**src/rtl/multi_channel_counter.sv**
```systemverilog
// Bank of NUM_CH independent up/down counters with limit, wrap/saturate, tc and sticky ovf.
// Optional snapshot capture enabled by defining MULTI_CHANNEL_COUNTER_SNAPSHOT_EN.
module multi_channel_counter #(
    parameter int               WIDTH     = 8,
    parameter int               NUM_CH    = 4,
    parameter logic [WIDTH-1:0] RESET_VAL = '0
) (
    input  logic                    clk,
    input  logic                    reset_n,
    input  logic [NUM_CH-1:0]       en,
    input  logic [NUM_CH-1:0]       up,
    input  logic [NUM_CH-1:0]       sat_mode,
    input  logic [NUM_CH-1:0]       load,
    input  logic [NUM_CH*WIDTH-1:0] load_val,
    input  logic [NUM_CH*WIDTH-1:0] limit,
    input  logic [NUM_CH-1:0]       clear_ovf,
    input  logic                    snap,
    output logic [NUM_CH*WIDTH-1:0] count,
    output logic [NUM_CH-1:0]       tc,
    output logic [NUM_CH-1:0]       ovf,
    output logic [NUM_CH*WIDTH-1:0] snap_count,
    output logic                    snap_valid
);

    localparam int TW = NUM_CH * WIDTH;

    logic [TW-1:0]     count_q;
    logic [TW-1:0]     count_d;
    logic [NUM_CH-1:0] tc_q;
    logic [NUM_CH-1:0] tc_d;
    logic [NUM_CH-1:0] ovf_q;
    logic [NUM_CH-1:0] ovf_d;
    logic [WIDTH-1:0]  cur;
    logic [WIDTH-1:0]  lim;
    logic              set;

    always_comb begin
        count_d = count_q;
        tc_d    = '0;
        ovf_d   = '0;
        cur     = '0;
        lim     = '0;
        set     = 1'b0;
        for (int i = 0; i < NUM_CH; i++) begin
            cur = count_q[i*WIDTH +: WIDTH];
            lim = limit[i*WIDTH +: WIDTH];
            set = 1'b0;
            if (load[i]) begin
                count_d[i*WIDTH +: WIDTH] = load_val[i*WIDTH +: WIDTH];
            end else if (en[i]) begin
                if (up[i]) begin
                    if (cur >= lim) begin
                        tc_d[i] = 1'b1;
                        set     = ~sat_mode[i];
                        count_d[i*WIDTH +: WIDTH] = sat_mode[i] ? lim : '0;
                    end else begin
                        count_d[i*WIDTH +: WIDTH] = cur + 1'b1;
                    end
                end else begin
                    if (cur == '0) begin
                        tc_d[i] = 1'b1;
                        set     = ~sat_mode[i];
                        count_d[i*WIDTH +: WIDTH] = sat_mode[i] ? '0 : lim;
                    end else begin
                        count_d[i*WIDTH +: WIDTH] = cur - 1'b1;
                    end
                end
            end
            // a wrap in the same cycle as a clear keeps the flag set
            ovf_d[i] = set | (ovf_q[i] & ~clear_ovf[i]);
        end
    end

    always_ff @(posedge clk) begin
        if (!reset_n) begin
            count_q <= {NUM_CH{RESET_VAL}};
            tc_q    <= '0;
            ovf_q   <= '0;
        end else begin
            count_q <= count_d;
            tc_q    <= tc_d;
            ovf_q   <= ovf_d;
        end
    end

    assign count = count_q;
    assign tc    = tc_q;
    assign ovf   = ovf_q;

`ifdef MULTI_CHANNEL_COUNTER_SNAPSHOT_EN
    logic [TW-1:0] snap_q;
    logic          snap_v_q;

    always_ff @(posedge clk) begin
        if (!reset_n) begin
            snap_q   <= '0;
            snap_v_q <= 1'b0;
        end else begin
            snap_v_q <= snap;
            if (snap) begin
                snap_q <= count_q;
            end
        end
    end

    assign snap_count = snap_q;
    assign snap_valid = snap_v_q;
`else
    logic unused_snap;
    assign unused_snap = snap;
    assign snap_count  = '0;
    assign snap_valid  = 1'b0;
`endif

endmodule

```
**config.mk**
```make
export PLATFORM = sky130hd
export DESIGN_NAME = multi_channel_counter
export DESIGN_NICKNAME = d
export VERILOG_FILES = /design/src/rtl/multi_channel_counter.sv
export SDC_FILE = /design/constraint.sdc
export NUM_CORES = 1
export LEC_CHECK = 0
export ABC_AREA = 1
export CORE_MARGIN = 3
export CORE_UTILIZATION = 40
export DETAILED_ROUTE_END_ITERATION = 10
export PLACE_DENSITY = 0.78
export SETUP_SLACK_MARGIN = 0.3
export SLEW_MARGIN = 20
export SYNTH_ARGS = -nofsm -noshare
export SYNTH_HDL_FRONTEND = slang
export SYNTH_SLANG_ARGS = --single-unit
```
**constraint.sdc**
```tcl
create_clock -name clk -period 2.3 [get_ports clk]
set_input_delay 0.23 -clock clk [delete_from_list [all_inputs] [get_ports clk]]
set_output_delay 0.23 -clock clk [all_outputs]
set_load 0.02 [all_outputs]
```
Yosys cells after proc, flatten, opt, wreduce, memory -nomap -nowiden:

Cells that the tools add are included.

* order comparisons: 4
* reductions and logical operators: 12
* $add $sub $neg: 8
* mux-type cells: 60
* bitwise operators: 21

Operator list (number)
* $mux W8: 28
* $add A8 B1 Y8 const B: 4
* $ge A8 B8 Y1: 4
* $logic_not A8 Y1: 4
* $mux W1: 32
* $sub A8 B1 Y8 const B: 4
* $not A1 Y1: 13
* $reduce_or A3 Y1: 4
* $reduce_bool A2 Y1: 4
* $and A1 B1 Y1: 4
* $or A1 B1 Y1: 4

* output and inout port bits: 73
* bits of input ports: 87
* flip-flop bits (word level): 40

Longest topological paths before layout:

* word-level depth: 6
* mapped depth: 15
* gate-level depth less buffers: 15

Worst setup path after synthesis:

Ideal clock, no wire load.

* path kind: reg2reg
* from: reg count_q[16], in the netlist count[16]
* to: reg count_q[19], in the netlist count[19]
* arrival: 1769 ps
* slack: 399 ps
* path buffers: 0
* library setup time: 132 ps
* clock period less this slack: 1901 ps
* cell stages (with the launch flop): 15
* cell sequence: dfxtp_1 -> inv_1 -> ha_1 -> nand2_1 -> nor2_1 -> nor2_1 -> nand2_1 -> nand2_1 -> nand2_2 -> nand2_1 -> nand2_1 -> nand2_1 -> nand2_1 -> nand2_1 -> a21oi_1

* cells in the longest elaborated chain, start to end: 5

Ends and longest elaborated chain
* start: declaration: RTL line 27 `logic [TW-1:0] count_q;`
* start signal: assignment: RTL line 76 `count_q <= {NUM_CH{RESET_VAL}};`
* start signal: assignment: RTL line 80 `count_q <= count_d;`
* $sub A8 B1 Y8, or another cell as far along: RTL line 65 `count_d[i*WIDTH +: WIDTH] = cur - 1'b1;`
* $mux W8, on equally long branches: RTL line 60, 52
* $mux W8 (*): RTL line 51 `if (up[i]) begin`
* $mux W8 (*): RTL line 50 `end else if (en[i]) begin`
* $mux W8 (*): RTL line 48 `if (load[i]) begin`

Every way passes the cells marked *; elsewhere a longest branch is shown, timed or not. The select of a mux whose other input is x is not followed.
A chain may end at the register's enable or synchronous reset.

Worst setup path after layout:

* from: in limit[29]
* to: reg count_q[26], in the netlist count[26]

* cells in the longest elaborated chain, start to end: 5

Ends and longest elaborated chain
* start: declaration: RTL line 15 `input logic [NUM_CH*WIDTH-1:0] limit,`
* $ge A8 B8 Y1: RTL line 52 `if (cur >= lim) begin`
* $mux W8: RTL line 52
* $mux W8: RTL line 51
* $mux W8: RTL line 50
* $mux W8: RTL line 48

No other way between the ends. The select of a mux whose other input is x is not followed.

==> reports/qor.txt <==
Post-CTS sizing = 0
Postcts setup bufs = 0
DRC = 0
CTS tree = built
Switching pwr = 1330 uW
Number of port buffers = 125
Worst EP required = 2.45 ns
Crit share post-route = 82.9%
Max Cap Viol = 0
Htree depth = 2
Peak supply drop = 241 uV
Synth Area in XOR/XNOR = 4.27%
Largest net degree at the start of global routing = 16
Ant. Diodes = 0
Clock period minus worst slack = 1.91 ns
Sequential power share = 25.6%
Via count = 6171
Status = finished clean
Vias in the first global route = 5789
Adder-cell area share of the yosys netlist = 10.3%
Sw frac = 42.1%
Die Y = 121 um
Worst-Margin Slew = 0.575 ns
DR pass1 iterations = 5
Syn Std Cell Area = 5330 um^2
Average vias per placed instance = 5.07
Area delta synth->final = 31.9%
Buf/Inv on CP = 3
CP peak stage delay = 0.53 ns
Worst skew pair latency = 0.29 ns
Initial antenna violation count = 0
Clock Pin Slew Worst Setup and Hold Paths = 0.06 ns
Initial core utilization = 41.6%
Synth Area in Simple Gates = 42.6%
Clock tree root driver cell = clkbuf_16
Worst hold stages = 5
Clock Skew = 0.00540 ns
Max Slew Vio Count = 0
Clock sinks = 40
Critical path's top delay family = buffers and inverters
Routability cong. = 0.967
Total gr overflow = 0
Leak = 0.00352 uW
R2R cell count = 11
CTS Buf Count = 5
HPWL after detailed placement = 13400 um
Slowest-stage cell, CP = clkdlybuf4s50_1
Most frequent cells in the layout = nand2_1 (245), clkdlybuf4s50_1 (117), inv_1 (110)
Die footprint = 14800 um^2
Cell Int Power = 1830 uW
WL per Instance = 13.8 um
Max Freq = 0.524 GHz
Pwr per Cell Area = 448 nW/um^2
Clk network pwr share = 21.9%
Relative slew slack = 61.6%
Yosys reg bits = 40
Syn Area/Cell = 5.91 um^2
CTS Hold Bufs = 0
Kind of critical path = primary input to flop
Yosys synthesis warning count = 0
Crit start category = primary input
Sequential cell area fraction in the yosys report = 15.0%
Final setup TNS = 0 ns
Setup-failing EPs final = 0
Die W = 121 um
Worst Path Arrival = 2.05 ns
Final Instance Count excl. Fillers = 1218
CP Max Fanout = 5
Mux contribution to synthesized area = 0%
Final Core Density = 54.8%
Cell total after placement = 1211
Num ports = 160
Cells after synthesis = 902
Share of post-route cells with drive strength above 1 = 9.46%
Deepest clock path buffer count = 2
Commonest non-fill, non-tap cell in the layout = nand2_1
Final Hold Vio Count = 0
CP Depth = 11
Final net count = 1177
Drt total wl = 16800 um
Worst Hold Class = primary input to flop
Final antenna-violating net count = 0
# rows = 41
Synth Area in Compound Gates = 11.9%
1st-iter DRT viols = 619
Distinct cells, synth = 40
First-pass GRT wire length = 27700 um
Combinational share of power = 52.4%
Critical Path Sink Type = flop
Std-Cell Core Area = 12800 um^2
Largest family of logic cells by synthesized area = simple AND/OR/NAND/NOR gates
RSZ-0062 raised after global routing = yes
Cells along the critical path = clkdlybuf4s50_1 -> inv_1 -> ha_1 -> a21oi_1 -> o21a_1 -> buf_6 -> nand3_1 -> nand3_1 -> nand2_1 -> nand2_1 -> a21oi_1
GRT Total Usage = 22.8%
sequential cells by signal, summed over array words and instances, names as in the netlist:
name	flops
count	32
tc	4
ovf	4
power by group through the flow:
stage               logic, uW  registers [uW]  clock network (uW)
floorplan                1020             897                   0
global placement         1600             822                   0
detailed placement       1620             823                   0
CTS                      1630             807                 714
global route             1850             817                 735
finish                   1650             808                 691
layer usage:
layer  share of wire [%]  global-route usage [%]  vias up  routed length (um)
met4                 2.0                    7.00        0                 329
met5                   0                       0        -                   0
met3                 6.4                    2.14       33                1080
met2                  47                    36.8      246                7810
met1                  45                    32.0     2773                7530
li1                    -                       -     3119                   -
cell usage after synthesis (all sizes together):
cell	instances	area (um^2)
xnor2	6	52.6
a21oi	53	269
inv	113	427
nand3b	6	45.0
and3	2	12.5
o31ai	2	15.0
o21a	4	30.0
nor2	105	532
o21bai	3	22.5
and2	1	6.26
conb	1	3.75
xor2	20	175
a31oi	5	31.3
o21ai	35	175
ha	44	551
nor3	2	10.0
nand4	16	100
nand2	262	1020
nor4	1	6.26
buf	48	347
dfxtp	40	801
nand3	100	516
clkinv	1	3.75
o221ai	2	17.5
or2	4	25.0
a22oi	10	75.1
clkbuf	16	62.6
tightest hold or removal path: cells and delay by family:
kind | cells | cell delay [ns]
simple gates | 3 | 0.22
compound gates | 1 | 0.05
buf+inv | 1 | 0.15
final timing paths:
| check | start | end | slack [ns] |
|---|---|---|---|
| max reg2reg | count[25]$_SDFFE_PN0P_ | count[25]$_SDFFE_PN0P_ | 0.48 |
| min reg2reg | ovf[0]$_SDFF_PN0_ | ovf[0]$_SDFF_PN0_ | 0.47 |
| max | limit[29] | count[26]$_SDFFE_PN0P_ | 0.39 |
| min | limit[27] | count[27]$_SDFFE_PN0P_ | 0.42 |
logic make-up after synthesis:
kind of cell    Yosys count
simple gates            499
flops                    40
fa+ha+maj                44
compound gates          114
other cells               1
xor+xnor                 26
buf+inv                 178
stage by stage:
step / hold WS, ns / area [um^2] / worst slack, ns / power [uW]
detailed placement: 0.463 / 6840 / 0.0278 / 2440
finish: 0.424 / 7030 / 0.392 / 3150
global placement: 0.454 / 6840 / 0.0666 / 2420
CTS: 0.473 / 6970 / 0.331 / 3150
global route: 0.472 / 7030 / 0.294 / 3400
floorplan: 0.333 / 5450 / 0.399 / 1910
area by class of cell:
class | instances | area (um^2)
well taps | 172 | 215
multi-input cells | 716 | 3840
fillers | 1293 | 5790
clock buffers | 6 | 129
repair buffers | 169 | 1610
flip-flops and latches | 40 | 801
inverters | 114 | 430
clock inverters | 1 | 5.00
No activity file was read; power rests on OpenSTA's default activity.
